## src/rtl/ysyx_22050078_wbu_pkg.sv

```systemverilog
// Shared widths, constants and types for the write-back unit.
package ysyx_22050078_wbu_pkg;

  localparam int CPU_WIDTH = 64;
  localparam int REG_ADDRW = 5;
  localparam int REG_NUM   = 1 << REG_ADDRW;

  localparam logic [CPU_WIDTH-1:0] ZERO_WORD = '0;

  typedef logic [REG_ADDRW-1:0] reg_addr_t;
  typedef logic [CPU_WIDTH-1:0] word_t;

  // Which producer owns the write port this cycle.
  typedef enum logic [1:0] {
    SRC_NONE,
    SRC_EXU,
    SRC_LSU
  } wb_src_e;

  typedef struct packed {
    logic      vld;
    reg_addr_t rd;
    word_t     data;
  } wb_entry_t;

endpackage

```

## src/rtl/ysyx_22050078_wbu_if.sv

```systemverilog
// Bundle of issue, result, register-file and operand signals around the WBU.
interface ysyx_22050078_wbu_if;
  import ysyx_22050078_wbu_pkg::*;

  logic      iss_valid;
  reg_addr_t iss_rd;
  logic      iss_ready;

  logic      exu_valid;
  reg_addr_t exu_rd;
  word_t     exu_data;
  logic      exu_ready;

  logic      lsu_valid;
  reg_addr_t lsu_rd;
  word_t     lsu_data;
  logic      lsu_ready;

  logic      rf_wen;
  reg_addr_t rf_waddr;
  word_t     rf_wdata;
  reg_addr_t rf_rs1_addr;
  reg_addr_t rf_rs2_addr;
  word_t     rf_rs1_data;
  word_t     rf_rs2_data;

  reg_addr_t rs1_addr;
  reg_addr_t rs2_addr;
  word_t     rs1_data;
  word_t     rs2_data;
  logic      rs1_busy;
  logic      rs2_busy;

  logic      err;

  // Environment side: IDU, EXU, LSU and the register file.
  modport master (
    output iss_valid, iss_rd, exu_valid, exu_rd, exu_data,
           lsu_valid, lsu_rd, lsu_data, rf_rs1_data, rf_rs2_data,
           rs1_addr, rs2_addr,
    input  iss_ready, exu_ready, lsu_ready, rf_wen, rf_waddr, rf_wdata,
           rf_rs1_addr, rf_rs2_addr, rs1_data, rs2_data, rs1_busy, rs2_busy, err
  );

  modport slave (
    input  iss_valid, iss_rd, exu_valid, exu_rd, exu_data,
           lsu_valid, lsu_rd, lsu_data, rf_rs1_data, rf_rs2_data,
           rs1_addr, rs2_addr,
    output iss_ready, exu_ready, lsu_ready, rf_wen, rf_waddr, rf_wdata,
           rf_rs1_addr, rf_rs2_addr, rs1_data, rs2_data, rs1_busy, rs2_busy, err
  );

endinterface

```

## src/rtl/ysyx_22050078_wbu_fwd.sv

```systemverilog
// Operand read mux: x0 reads zero, an in-flight write-back wins over the register file.
module ysyx_22050078_wbu_fwd
  import ysyx_22050078_wbu_pkg::*;
(
  input  reg_addr_t addr,
  input  word_t     rf_data,
  input  logic      wen,
  input  reg_addr_t wb_rd,
  input  word_t     wb_data,
  output word_t     data
);

  always_comb begin
    if (addr == '0) begin
      data = ZERO_WORD;
    end else if (wen && (wb_rd == addr)) begin
      data = wb_data;
    end else begin
      data = rf_data;
    end
  end

endmodule

```

## src/rtl/ysyx_22050078_wbu.sv

```systemverilog
// Write-back unit: LSU/EXU arbitration into one WB register, busy scoreboard,
// and operand forwarding for the IDU.
module ysyx_22050078_wbu
  import ysyx_22050078_wbu_pkg::*;
(
  input logic             clk,
  input logic             rst,
  ysyx_22050078_wbu_if.slave bus
);

  logic [REG_NUM-1:0] busy;
  logic [REG_NUM-1:0] busy_nxt;
  wb_entry_t          wb_q;
  logic               err_q;

  wb_src_e   src;
  logic      res_fire;
  reg_addr_t res_rd;
  word_t     res_data;
  logic      iss_fire;

  assign bus.lsu_ready = ~rst;
  assign bus.exu_ready = ~rst & ~bus.lsu_valid;

  // Not bypassed by a same-cycle clear: a WAW stall ends one cycle after the result.
  assign bus.iss_ready = ~busy[bus.iss_rd];
  assign iss_fire      = bus.iss_valid & bus.iss_ready;

  always_comb begin
    // NOTE: every output of a combinational block gets a default first, otherwise a latch is inferred.
    src      = SRC_NONE;
    res_rd   = '0;
    res_data = ZERO_WORD;
    if (bus.lsu_valid && bus.lsu_ready) begin
      src      = SRC_LSU;
      res_rd   = bus.lsu_rd;
      res_data = bus.lsu_data;
    end else if (bus.exu_valid && bus.exu_ready) begin
      src      = SRC_EXU;
      res_rd   = bus.exu_rd;
      res_data = bus.exu_data;
    end
  end

  assign res_fire = (src != SRC_NONE);

  always_comb begin
    busy_nxt = busy;
    if (res_fire) busy_nxt[res_rd] = 1'b0;
    // Set applied after clear: a new issue to the same rd keeps ownership.
    if (iss_fire) busy_nxt[bus.iss_rd] = 1'b1;
    busy_nxt[0] = 1'b0;
  end

  always_ff @(posedge clk) begin
    if (rst) begin
      busy  <= '0;
      wb_q  <= '0;
      err_q <= 1'b0;
    end else begin
      // NOTE: sequential state uses non-blocking assignments so every flop samples pre-edge values.
      busy     <= busy_nxt;
      wb_q.vld <= res_fire;
      if (res_fire) begin
        wb_q.rd   <= res_rd;
        wb_q.data <= res_data;
      end
      if (res_fire && (res_rd != '0) && !busy[res_rd]) err_q <= 1'b1;
    end
  end

  assign bus.rf_wen      = wb_q.vld & (wb_q.rd != '0);
  assign bus.rf_waddr    = wb_q.rd;
  assign bus.rf_wdata    = wb_q.data;
  assign bus.rf_rs1_addr = bus.rs1_addr;
  assign bus.rf_rs2_addr = bus.rs2_addr;
  assign bus.rs1_busy    = busy[bus.rs1_addr];
  assign bus.rs2_busy    = busy[bus.rs2_addr];
  assign bus.err         = err_q;

  ysyx_22050078_wbu_fwd u_fwd_rs1 (
    .addr    (bus.rs1_addr),
    .rf_data (bus.rf_rs1_data),
    .wen     (bus.rf_wen),
    .wb_rd   (wb_q.rd),
    .wb_data (wb_q.data),
    .data    (bus.rs1_data)
  );

  ysyx_22050078_wbu_fwd u_fwd_rs2 (
    .addr    (bus.rs2_addr),
    .rf_data (bus.rf_rs2_data),
    .wen     (bus.rf_wen),
    .wb_rd   (wb_q.rd),
    .wb_data (wb_q.data),
    .data    (bus.rs2_data)
  );

endmodule

```

## src/flat_wrapper.sv

```systemverilog
// flat-port wrapper written by rule: the top's interface ports become plain ports
module ysyx_22050078_wbu_flat import ysyx_22050078_wbu_pkg::*;
  (clk, rst, bus_iss_valid, bus_iss_rd, bus_exu_valid, bus_exu_rd, bus_exu_data, bus_lsu_valid, bus_lsu_rd, bus_lsu_data, bus_rf_rs1_data, bus_rf_rs2_data, bus_rs1_addr, bus_rs2_addr, bus_iss_ready, bus_exu_ready, bus_lsu_ready, bus_rf_wen, bus_rf_waddr, bus_rf_wdata, bus_rf_rs1_addr, bus_rf_rs2_addr, bus_rs1_data, bus_rs2_data, bus_rs1_busy, bus_rs2_busy, bus_err);
  ysyx_22050078_wbu_if bus_i ();
  input logic clk;
  input logic rst;
  input wire logic [$bits(bus_i.iss_valid)-1:0] bus_iss_valid;
  input wire logic [$bits(bus_i.iss_rd)-1:0] bus_iss_rd;
  input wire logic [$bits(bus_i.exu_valid)-1:0] bus_exu_valid;
  input wire logic [$bits(bus_i.exu_rd)-1:0] bus_exu_rd;
  input wire logic [$bits(bus_i.exu_data)-1:0] bus_exu_data;
  input wire logic [$bits(bus_i.lsu_valid)-1:0] bus_lsu_valid;
  input wire logic [$bits(bus_i.lsu_rd)-1:0] bus_lsu_rd;
  input wire logic [$bits(bus_i.lsu_data)-1:0] bus_lsu_data;
  input wire logic [$bits(bus_i.rf_rs1_data)-1:0] bus_rf_rs1_data;
  input wire logic [$bits(bus_i.rf_rs2_data)-1:0] bus_rf_rs2_data;
  input wire logic [$bits(bus_i.rs1_addr)-1:0] bus_rs1_addr;
  input wire logic [$bits(bus_i.rs2_addr)-1:0] bus_rs2_addr;
  output wire logic [$bits(bus_i.iss_ready)-1:0] bus_iss_ready;
  output wire logic [$bits(bus_i.exu_ready)-1:0] bus_exu_ready;
  output wire logic [$bits(bus_i.lsu_ready)-1:0] bus_lsu_ready;
  output wire logic [$bits(bus_i.rf_wen)-1:0] bus_rf_wen;
  output wire logic [$bits(bus_i.rf_waddr)-1:0] bus_rf_waddr;
  output wire logic [$bits(bus_i.rf_wdata)-1:0] bus_rf_wdata;
  output wire logic [$bits(bus_i.rf_rs1_addr)-1:0] bus_rf_rs1_addr;
  output wire logic [$bits(bus_i.rf_rs2_addr)-1:0] bus_rf_rs2_addr;
  output wire logic [$bits(bus_i.rs1_data)-1:0] bus_rs1_data;
  output wire logic [$bits(bus_i.rs2_data)-1:0] bus_rs2_data;
  output wire logic [$bits(bus_i.rs1_busy)-1:0] bus_rs1_busy;
  output wire logic [$bits(bus_i.rs2_busy)-1:0] bus_rs2_busy;
  output wire logic [$bits(bus_i.err)-1:0] bus_err;
  assign bus_i.iss_valid = bus_iss_valid;
  assign bus_i.iss_rd = bus_iss_rd;
  assign bus_i.exu_valid = bus_exu_valid;
  assign bus_i.exu_rd = bus_exu_rd;
  assign bus_i.exu_data = bus_exu_data;
  assign bus_i.lsu_valid = bus_lsu_valid;
  assign bus_i.lsu_rd = bus_lsu_rd;
  assign bus_i.lsu_data = bus_lsu_data;
  assign bus_i.rf_rs1_data = bus_rf_rs1_data;
  assign bus_i.rf_rs2_data = bus_rf_rs2_data;
  assign bus_i.rs1_addr = bus_rs1_addr;
  assign bus_i.rs2_addr = bus_rs2_addr;
  assign bus_iss_ready = bus_i.iss_ready;
  assign bus_exu_ready = bus_i.exu_ready;
  assign bus_lsu_ready = bus_i.lsu_ready;
  assign bus_rf_wen = bus_i.rf_wen;
  assign bus_rf_waddr = bus_i.rf_waddr;
  assign bus_rf_wdata = bus_i.rf_wdata;
  assign bus_rf_rs1_addr = bus_i.rf_rs1_addr;
  assign bus_rf_rs2_addr = bus_i.rf_rs2_addr;
  assign bus_rs1_data = bus_i.rs1_data;
  assign bus_rs2_data = bus_i.rs2_data;
  assign bus_rs1_busy = bus_i.rs1_busy;
  assign bus_rs2_busy = bus_i.rs2_busy;
  assign bus_err = bus_i.err;
  ysyx_22050078_wbu u_core (.clk(clk), .rst(rst), .bus(bus_i));
endmodule
```

## config.mk

```make
export PLATFORM = sky130hd
export DESIGN_NAME = ysyx_22050078_wbu_flat
export DESIGN_NICKNAME = d
export VERILOG_FILES = /design/src/rtl/ysyx_22050078_wbu_pkg.sv /design/src/rtl/ysyx_22050078_wbu_if.sv /design/src/rtl/ysyx_22050078_wbu_fwd.sv /design/src/rtl/ysyx_22050078_wbu.sv /design/src/flat_wrapper.sv
export SDC_FILE = /design/constraint.sdc
export NUM_CORES = 1
export LEC_CHECK = 0
export ABC_AREA = 1
export CORE_AREA = 2 2 194 196
export DETAILED_ROUTE_END_ITERATION = 10
export DIE_AREA = 0 0 196 198
export SLEW_MARGIN = 20
export SYNTH_ARGS = -nofsm -noshare
export SYNTH_HDL_FRONTEND = slang
export SYNTH_SLANG_ARGS = --single-unit
```

## constraint.sdc

```tcl
create_clock -name clk -period 2 [get_ports clk]
set_input_delay 0.2 -clock clk [delete_from_list [all_inputs] [get_ports clk]]
set_output_delay 0.2 -clock clk [all_outputs]
set_load 0.01 [all_outputs]
```

==> results.cfg, run 1 <==
[floorplan]
num_rows = 71
core_region_area_mm2 = 0.03696
start_util_pct = 21.92
die_area_mm2 = 0.03881
die_width_um = 196
pin_count = 500
die_height_um = 198

[run_status]
violations = setup timing
status = complete, but fails checks

[yosys]
synthMuxAreaShare_pct = 0
ys_seq_elements = 102
yosysTopAreaCellShare_pct = 25.20
ys_top_cells_by_area = dfxtp_1 (25%), nand2_1 (21%), a21oi_1 (12%)
synth_fp_nets = 1647
yosys.area_share.xor_xnor_pct = 1.081
synth_compound_area_share_pct = 26.18
synth_simple_gate_area_share_pct = 30.93
netlist_area_mm2 = 0.008102
ys_seq_area_share_pct = 25.20
synth-warning-count = 0
synth_fa_ha_area_share_pct = 0
synth_top_family_by_area = simple AND/OR/NAND/NOR gates
synth.distinct_cells = 31
netlist_instances = 1361
yosys.area.top_type = dfxtp_1
avgSynthCellArea_um2 = 5.953

[route]
drtIter0Drc = 821
ant_nets = 0
post_drt_wl_per_cell_um = 22.45
dr.pass1.iters = 5
via_count = 11890
finalWirelength_mm = 53.68
drc = 0
avgViaCountPerCell = 4.971

[critical_path]
slowest_stage = dfxtp_4
worstSetupPathType = reg -> out
startpoint_type = flop
crit_required_ns = 1.80
critPathMaxFanout = 6
critPathMaxStageDelay_ns = 0.36
crit_arrival_ns = 2.27
crit_chain = buf_6, xor2_4, nor4_4, nand2_2, inv_8, buf_12, buf_12, nand2_4, a21oi_4, buf_6
cp-end-kind = primary output

[grt]
track_usage_pct = 25.68
grt_max_degree = 62
grt_antenna_before_repair = 4
gr-total-overflow = 0
grt_pass1_vias = 11130
grt_pass1_wl_mm = 74.11

[layout]
layout.nets = 2195
final_area_mm2 = 0.01596
n_fill_cell = 3910
area_growth_pct = 96.97
drive_above_1_share_pct = 34.06

[clock_tree]
root_buffer = clkbuf_16
numCtsBuffers = 9
cts_tree = yes
insertion_delay_ns = 0.37
h-tree-depth = 3
cts_sinks = 102
clockBufferDepth = 2
clk_pin_slew_ns = 0.08
hold_buffers = 0

[timing]
fin_worst_skew_ns = 0.005709
tightest_slew_ns = 0.7885
period_share_pct = 123.6
relSlewSlack_pct = 47.43
hold_viol = 0
fmax_mhz = 404.4
fin_ws_ns = -0.4728
drv_slew = 0
setup_viol = 128
fin_crit_ns = 2.473
holdWs_ns = 0.3932
rsz0062_at_grt = true

[pwr]
p_leak_uw = 0.006913
power_density_mw_per_mm2 = 424.3
ir_drop_v = 0.0004648

[placement]
gp_congestion = 0.9140
post-dp-hpwl_mm = 38.73
postPlaceCellArea_mm2 = 0.01404
port_buffers = 499

[min_path]
min_path_type = in -> reg

[job]
cap_violations = 0
[state kept, by name, summed over array words and instances, names as in the netlist]
name and cells:
u_core.busy 31, u_core.wb_q 1, u_core.bus.err 1, u_core.bus.rf_waddr 5, u_core.bus.rf_wdata 64
[cells in the mapped netlist]
library cell / count
o211ai_1: 2
o31ai_1: 2
nor3_2: 2
nor2_1: 47
nand2_1: 457
inv_2: 8
clkinv_1: 1
buf_4: 90
o21ai_1: 16
nor2_4: 1
buf_6: 2
clkbuf_1: 44
o22ai_4: 3
a21oi_1: 200
buf_1: 3
a22oi_1: 22
nand2_2: 4
nor3_1: 9
nand3_1: 50
nand3_2: 2
o21ai_0: 83
o22ai_1: 15
nand4_1: 31
xor2_1: 10
inv_1: 67
buf_2: 37
a31oi_1: 44
nor2_2: 3
dfxtp_1: 102
nor4_1: 3
nand2_4: 1
[path summary, 6_finish.rpt]
kind                                                     startpoint                                   to  slack, ns  cells after the start
worst max-delay path            u_core.bus.rf_waddr[3]$_SDFFE_PP0N_                     bus_rs2_data[15]      -0.47                     10
worst min-delay path                                bus_exu_data[7]  u_core.bus.rf_wdata[7]$_SDFFE_PP0N_       0.39                      3
worst max register to register            u_core.busy[4]$_SDFF_PP0_           u_core.busy[15]$_SDFF_PP0_       0.08                     10
worst min register to register          u_core.bus.err$_SDFFE_PP0P_          u_core.bus.err$_SDFFE_PP0P_       0.46                      2
[layout make-up]
type	instances	area, um2	share of cell area [%]
repair inverters	1	5.005	0.03136
repair buffers	711	6739	42.23
multi-input cells	1008	5938	37.21
clock buffers	9	225.2	1.411
inverters	76	304.0	1.905
clock inverters	7	81.33	0.5096
flip-flops and latches	102	2064	12.94
diodes	3	7.507	0.04704
well taps	474	593.1	3.716
[routing by layer]
| layer | wire length (um) | GRT usage [%] | share of wire, % |
|---|---|---|---|
| met2 | 26010 | 43.47 | 48 |
| met4 | 2225 | 10.38 | 4.1 |
| met5 | 13 | 0 | 0.024 |
| met1 | 21770 | 32.22 | 41 |
| met3 | 3650 | 4.650 | 6.8 |
[through the flow]
step	utilization, %	instances	setup TNS (ns)	total power, uW	worst slack [ns]
final	43.18	2391	-49.44	6771	-0.4728
after global routing	43.18	2391	-62.81	7054	-0.5848
after floorplan	-	1361	0	3215	0.2979
after CTS	40.46	2367	-52.84	6639	-0.4982
after global placement	37.98	2315	-116.06	4720	-1.006
after detailed placement	37.99	2315	-100.23	4716	-0.9780
[cell families after synthesis]
family	Yosys count
compound gates	387
xor+xnor	10
buf+inv	252
flops	102
simple gates	610
[cell usage in the layout, fill, tap and decap left out, types with 54 or more instances in the layout]
cell	n
clkdlybuf4s50_1	360
nand2_1	344
buf_4	155
buf_2	112
a21oi_2	100
a21oi_1	91
dfxtp_1	90
o21ai_0	60
nand2_4	59
nand2_2	58
inv_1	54
[critical path, delay by kind of cell, from the launching register on]
| kind | cells | cell delay [ns] |
|---|---|---|
| buffers and inverters | 5 | 0.65 |
| and+or+nand+nor | 3 | 0.48 |
| DFF | 1 | 0.36 |
| xor gates and xnor gates | 1 | 0.19 |
| AOI/OAI and AO/OA | 1 | 0.19 |
[what timing repair did]
action,in CTS,in global routing
setup buffers,23,17
gates cloned,13,9
endpoints found under the setup margin,145,162
resized for setup,721,274
pin swaps,38,83
[where the power goes]
| group | leakage [uW] | switching, uW | internal [uW] |
|---|---|---|---|
| clock | 0.000147 | 965 | 991 |
| sequential | 0.000843 | 191 | 2140 |
| combinational | 0.00592 | 1160 | 1330 |
| total | 0.00691 | 2320 | 4450 |
No activity file was read; power rests on OpenSTA's default activity.
==> run 2, diff against run 1 <==
--- a/config.mk
+++ b/config.mk
@@ -9,7 +9,9 @@
 export CORE_AREA = 2 2 194 196
 export DETAILED_ROUTE_END_ITERATION = 10
 export DIE_AREA = 0 0 196 198
+export PLACE_DENSITY = 0.64
 export SLEW_MARGIN = 20
 export SYNTH_ARGS = -nofsm -noshare
 export SYNTH_HDL_FRONTEND = slang
 export SYNTH_SLANG_ARGS = --single-unit
+export TNS_END_PERCENT = 1
==> run 2 against run 1 <==
The run still ends with setup timing left. Via count fell by 3.1%. Setup slack got worse by 0.044 ns. Core utilization decreased by 3.6 points. Clock skew rose by 0.0019 ns. Sequential share of layout area grew 1.1 points. Non-clock buffer count down 48. Critical path depth rose by 1. Clock power shrank 4%. Die area stayed put. Sequential power is essentially flat. Critical path type unchanged. Critical endpoint is now bus_rs1_data[54].
==> results.cfg, run 2 (synthesis gave the netlist of run 1 again) <==
[run_status]
status = complete, but fails checks
violations = setup timing

[layout]
layout.nets = 2145
largest_reg_flops = 64
n_fill_cell = 3984
area_growth_pct = 80.48
final_common_cell = nand2_1
drive_above_1_share_pct = 24.15
most-common-layout-cells = nand2_1 (434), clkdlybuf4s50_1 (361), buf_4 (129), a21oi_1 (127), buf_2 (114)
final_cells = 2341

[timing]
tightest_slew_ns = 0.6652
setup_viol = 130
fin_crit_ns = 2.516
period_share_pct = 125.8
drv_slew = 0
rsz0062_at_grt = true
fin_ws_ns = -0.5164
fmax_mhz = 397.4
relSlewSlack_pct = 55.65
fin_worst_skew_ns = 0.007647
hold_viol = 0

[floorplan]
die_height_um = 198
num_rows = 71
die_area_mm2 = 0.03881
die_width_um = 196
core_region_area_mm2 = 0.03696
pin_count = 500
start_util_pct = 21.92

[critical_path]
crit_arrival_ns = 2.32
path_depth = 11
worstSetupPathType = reg -> out
cp_top_family = buffers and inverters
slowest_stage = dfxtp_4
reg2reg_depth = 10
startpoint_type = flop
critPathMaxStageDelay_ns = 0.37
path_buf_inv = 6
cpMostUsedCell = buf_12
crit_chain = buf_12, xor2_2, nor4_4, nand2_2, buf_12, clkinv_8, buf_12, buf_12, nand2_1, a21oi_2, buf_2
crit_required_ns = 1.80
cp-end-kind = primary output
critPathMaxFanout = 9

[placement]
port_buffers = 499
post-place-ws_ns = -0.8197
placed_cells = 2294
post-dp-hpwl_mm = 38.29
gp_congestion = 0.9973

[grt]
gr-usage-met2_pct = 41.44
met3_usage_pct = 6.081
grt_pass1_vias = 11170
track_usage_pct = 25.41
grt_antenna_before_repair = 3
grt_max_degree = 55
busiest_layer = met2
gr-total-overflow = 0
grt_pass1_wl_mm = 73.34
use_met1_pct = 31.86

[route]
via_count = 11510
ant_nets = 0
drc = 0
drtIter0Drc = 766
dr.pass1.iters = 5
post_drt_wl_per_cell_um = 22.21
avgViaCountPerCell = 4.918
finalWirelength_mm = 51.99

[clock_tree]
cts_tree = yes
cts_sinks = 102
root_buffer = clkbuf_16
h-tree-depth = 3
clockBufferDepth = 2
clk_pin_slew_ns = 0.07
insertion_delay_ns = 0.38
numCtsBuffers = 9
hold_buffers = 0

[job]
cap_violations = 0

[pwr]
power_density_mw_per_mm2 = 447.2
p_leak_uw = 0.005945
ir_drop_v = 0.0004572

[min_path]
hold_depth = 3
min_path_type = in -> reg
-- run 2: worst min-delay path, stage by stage --
cell	delay (ns)
clkdlybuf4s50_1	0.39
nand2_1	0.06
o21ai_1	0.05
-- run 2: layout make-up --
class	count	area, um2	area share (%)
multi-input cells	1007	5152	35.24
flip-flops and latches	102	2059	14.09
diodes	4	10.01	0.06846
clock buffers	11	242.7	1.660
clock inverters	4	47.55	0.3252
inverters	76	300.3	2.054
repair buffers	663	6216	42.51
well taps	474	593.1	4.056
-- run 2: path summary, 6_finish.rpt --
check / from / end / slack [ns]
min reg2reg: u_core.bus.err$_SDFFE_PP0P_ / u_core.bus.err$_SDFFE_PP0P_ / 0.47
min: bus_exu_data[8] / u_core.bus.rf_wdata[8]$_SDFFE_PP0N_ / 0.37
max reg2reg: u_core.busy[11]$_SDFF_PP0_ / u_core.busy[8]$_SDFF_PP0_ / 0.25
max: u_core.bus.rf_waddr[2]$_SDFFE_PP0N_ / bus_rs1_data[54] / -0.52
-- run 2: through the flow --
step | hold slack, ns | total power, uW | area (um2) | util, % | TNS, ns
detailed placement | 0.4574 | 4707 | 13900 | 37.62 | -101.42
CTS | 0.3469 | 6545 | 14230 | 38.51 | -51.63
floorplan | 0.3127 | 3215 | 8102 | - | 0
global placement | 0.4420 | 4706 | 13900 | 37.62 | -102.58
finish | 0.3710 | 6539 | 14620 | 39.57 | -52.29
global route | 0.3651 | 6860 | 14620 | 39.56 | -67.76
-- run 2: report_power, final --
part,switching [uW],total [uW],internal [uW]
Sequential,176,2310,2140
Clock,893,1890,996
Combinational,1080,2340,1250
Total,2150,6540,4390
-- run 2: what timing repair did --
action	in CTS	in global routing
hold endpoints to repair	0	0
setup endpoints to repair	132	161
setup buffers	18	2
gates resized for setup	569	151
pin swaps	10	11
cloned	7	4
-- run 2: per-layer routing --
layer	share of wire, %	wire length (um)
met3	8.2	4260
met1	41	21190
met2	47	24520
met4	3.9	2020
met5	0	0
==> run 3, diff against run 2 <==
--- a/config.mk
+++ b/config.mk
@@ -9,7 +9,7 @@
 export CORE_AREA = 2 2 194 196
 export DETAILED_ROUTE_END_ITERATION = 10
 export DIE_AREA = 0 0 196 198
-export PLACE_DENSITY = 0.64
+export PLACE_DENSITY_LB_ADDON = 0.15
 export SLEW_MARGIN = 20
 export SYNTH_ARGS = -nofsm -noshare
 export SYNTH_HDL_FRONTEND = slang
==> run 3 against run 2 <==
The run still ends with setup timing left. Final cell count up 1.2%. Non-clock buffer count increased by 28. Hold slack got worse by 0.00083 ns. Register-to-register slack got worse by 0.03 ns. Critical path depth is the same. Core utilization rose by 1.2 points. Sequential share of layout area fell by 0.45 points. Critical path type unchanged. Via count rose by 0.23%. Largest cell class unchanged. Highest routed layer is now met5. Clock skew grew 0.0015 ns.
==> results.cfg, run 3 (synthesis gave the netlist of run 1 again) <==
[run_status]
status = complete, but fails checks
violations = setup timing

[critical_path]
r2r-start = u_core.busy[23]$_SDFF_PP0_
crit_arrival_ns = 2.28
cp-end-kind = primary output
startpoint_type = flop
worstSetupPathType = reg -> out
r2r_end = u_core.busy[10]$_SDFF_PP0_
crit_chain = buf_6, xor2_2, nor4_4, nand2_2, clkinv_4, buf_12, clkbuf_16, buf_4, nand2_1, a21oi_2, buf_2
r2r_slack_ns = 0.22
critPathMaxFanout = 5
critPathMaxStageDelay_ns = 0.38
crit_required_ns = 1.80
crit_start = u_core.bus.rf_waddr[1]$_SDFFE_PP0N_
slowest_stage = dfxtp_4
reg2reg_depth = 9

[clock_tree]
hold_buffers = 0
insertion_delay_ns = 0.37
numCtsBuffers = 9
cts_sinks = 102
clk_pin_slew_ns = 0.08
h-tree-depth = 3
cts_tree = yes
root_buffer = clkbuf_16
clockBufferDepth = 2

[pwr]
seqPwrFrac_pct = 32.6
power_density_mw_per_mm2 = 466.8
ir_drop_v = 0.0003998
internal_power_uw = 4817
p_leak_uw = 0.006166
swShare_pct = 31.52
power_frac_comb_pct = 34.9
switching_power_uw = 2217
clockPowerShare_pct = 32.5

[route]
dr.pass1.iters = 5
drtIter0Drc = 776
post_drt_wl_per_cell_um = 23.14
via_count = 11540
avgViaCountPerCell = 4.870
drc = 0
finalWirelength_mm = 54.84
ant_nets = 0

[min_path]
worstHoldStart = rst
min_path_type = in -> reg
min_to = u_core.busy[19]$_SDFF_PP0_
hold_depth = 3

[layout]
layout.nets = 2173
final_common_cell = nand2_1
area_growth_pct = 85.99
largest_reg_flops = 64
drive_above_1_share_pct = 25.16
most-common-layout-cells = nand2_1 (430), clkdlybuf4s50_1 (363), buf_4 (157), a21oi_1 (123), dfxtp_1 (98)
n_fill_cell = 3948
final_cells = 2370

[floorplan]
pin_count = 500
die_area_mm2 = 0.03881
die_height_um = 198
num_rows = 71
core_region_area_mm2 = 0.03696
die_width_um = 196
start_util_pct = 21.92

[timing]
tns_ns = -50.78
drv_slew = 0
fin_ws_ns = -0.4847
setup_viol = 130
period_share_pct = 124.2
holdWs_ns = 0.3702
tightest_slew_ns = 0.9549
fin_crit_ns = 2.485
fmax_mhz = 402.5
relSlewSlack_pct = 36.34
hold_viol = 0
rsz0062_at_grt = true
fin_worst_skew_ns = 0.009191

[grt]
grt_antenna_before_repair = 9
grt_max_degree = 78
grt_pass1_vias = 10880
gr-total-overflow = 0
grt_pass1_wl_mm = 75.79
track_usage_pct = 26.42

[placement]
placed_cells = 2328
gp_congestion = 0.9667
port_buffers = 499
post-dp-hpwl_mm = 41.57

[job]
cap_violations = 0
-- run 3: what timing repair did --
| item | in CTS | in global routing |
|---|---|---|
| setup endpoints to repair | 132 | 163 |
| gates cloned | 3 | 6 |
| gates resized for setup | 469 | 182 |
| pin swaps | 2 | 14 |
| setup buffers | 0 | 13 |
-- run 3: worst max-delay path by stage --
stage	slack (ns)	cells after the start	endpoint
after global placement	-0.87	10	bus_rs2_data[35]
final	-0.48	11	bus_rs1_data[43]
after floorplan	0.30	9	bus_rs2_data[10]
after detailed placement	-0.86	10	bus_rs2_data[35]
after global routing	-0.57	11	bus_rs2_data[16]
after CTS	-0.86	8	bus_rs2_data[20]
-- run 3: critical path, delay by kind of cell, from the launching register on --
| family | cells | cell delay, ns |
|---|---|---|
| buffers and inverters | 6 | 0.75 |
| xor gates and xnor gates | 1 | 0.18 |
| DFF | 1 | 0.38 |
| and+or+nand+nor | 3 | 0.47 |
| AOI/OAI and AO/OA | 1 | 0.14 |
-- run 3: area by class of cell --
| type | count | area (um2) | area share [%] |
|---|---|---|---|
| Timing Repair Buffer | 691 | 6603 | 43.82 |
| Multi-Input combinational cell | 1007 | 5150 | 34.18 |
| Sequential cell | 102 | 2054 | 13.63 |
| Tap cell | 474 | 593.1 | 3.936 |
| Inverter | 76 | 295.3 | 1.960 |
| Clock buffer | 10 | 229.0 | 1.520 |
| Clock inverter | 6 | 133.9 | 0.8885 |
| Antenna cell | 4 | 10.01 | 0.06643 |
-- run 3: power by group through the flow --
stage	combinational [uW]	clock, uW	sequential [uW]
2_1_floorplan	946	0	2270
3_3_place_gp	2470	0	2340
3_5_place_dp	2460	0	2340
4_1_cts	2410	2350	2290
5_1_grt	2610	2400	2310
6_report	2450	2290	2300
-- run 3: metrics by stage --
| stage | util (%) | area (um2) | total power, uW | worst slack (ns) |
|---|---|---|---|---|
| 2_1_floorplan | - | 8102 | 3215 | 0.2979 |
| 3_3_place_gp | 38.68 | 14290 | 4814 | -0.8733 |
| 3_5_place_dp | 38.68 | 14290 | 4803 | -0.8606 |
| 4_1_cts | 39.38 | 14550 | 7045 | -0.8603 |
| 5_1_grt | 40.77 | 15070 | 7324 | -0.5691 |
| 6_report | 40.77 | 15070 | 7034 | -0.4847 |
-- run 3: routing by layer --
metal  part of all wire, %  routed length (um)  up-vias  GRT usage, %
li1                      -                   -     5532             -
met1                    43               23650     5456         34.38
met2                    47               25890      452         43.31
met3                   6.1                3348       89         5.076
met4                   3.4                1886       12         9.905
met5                  0.13                  73        -             0
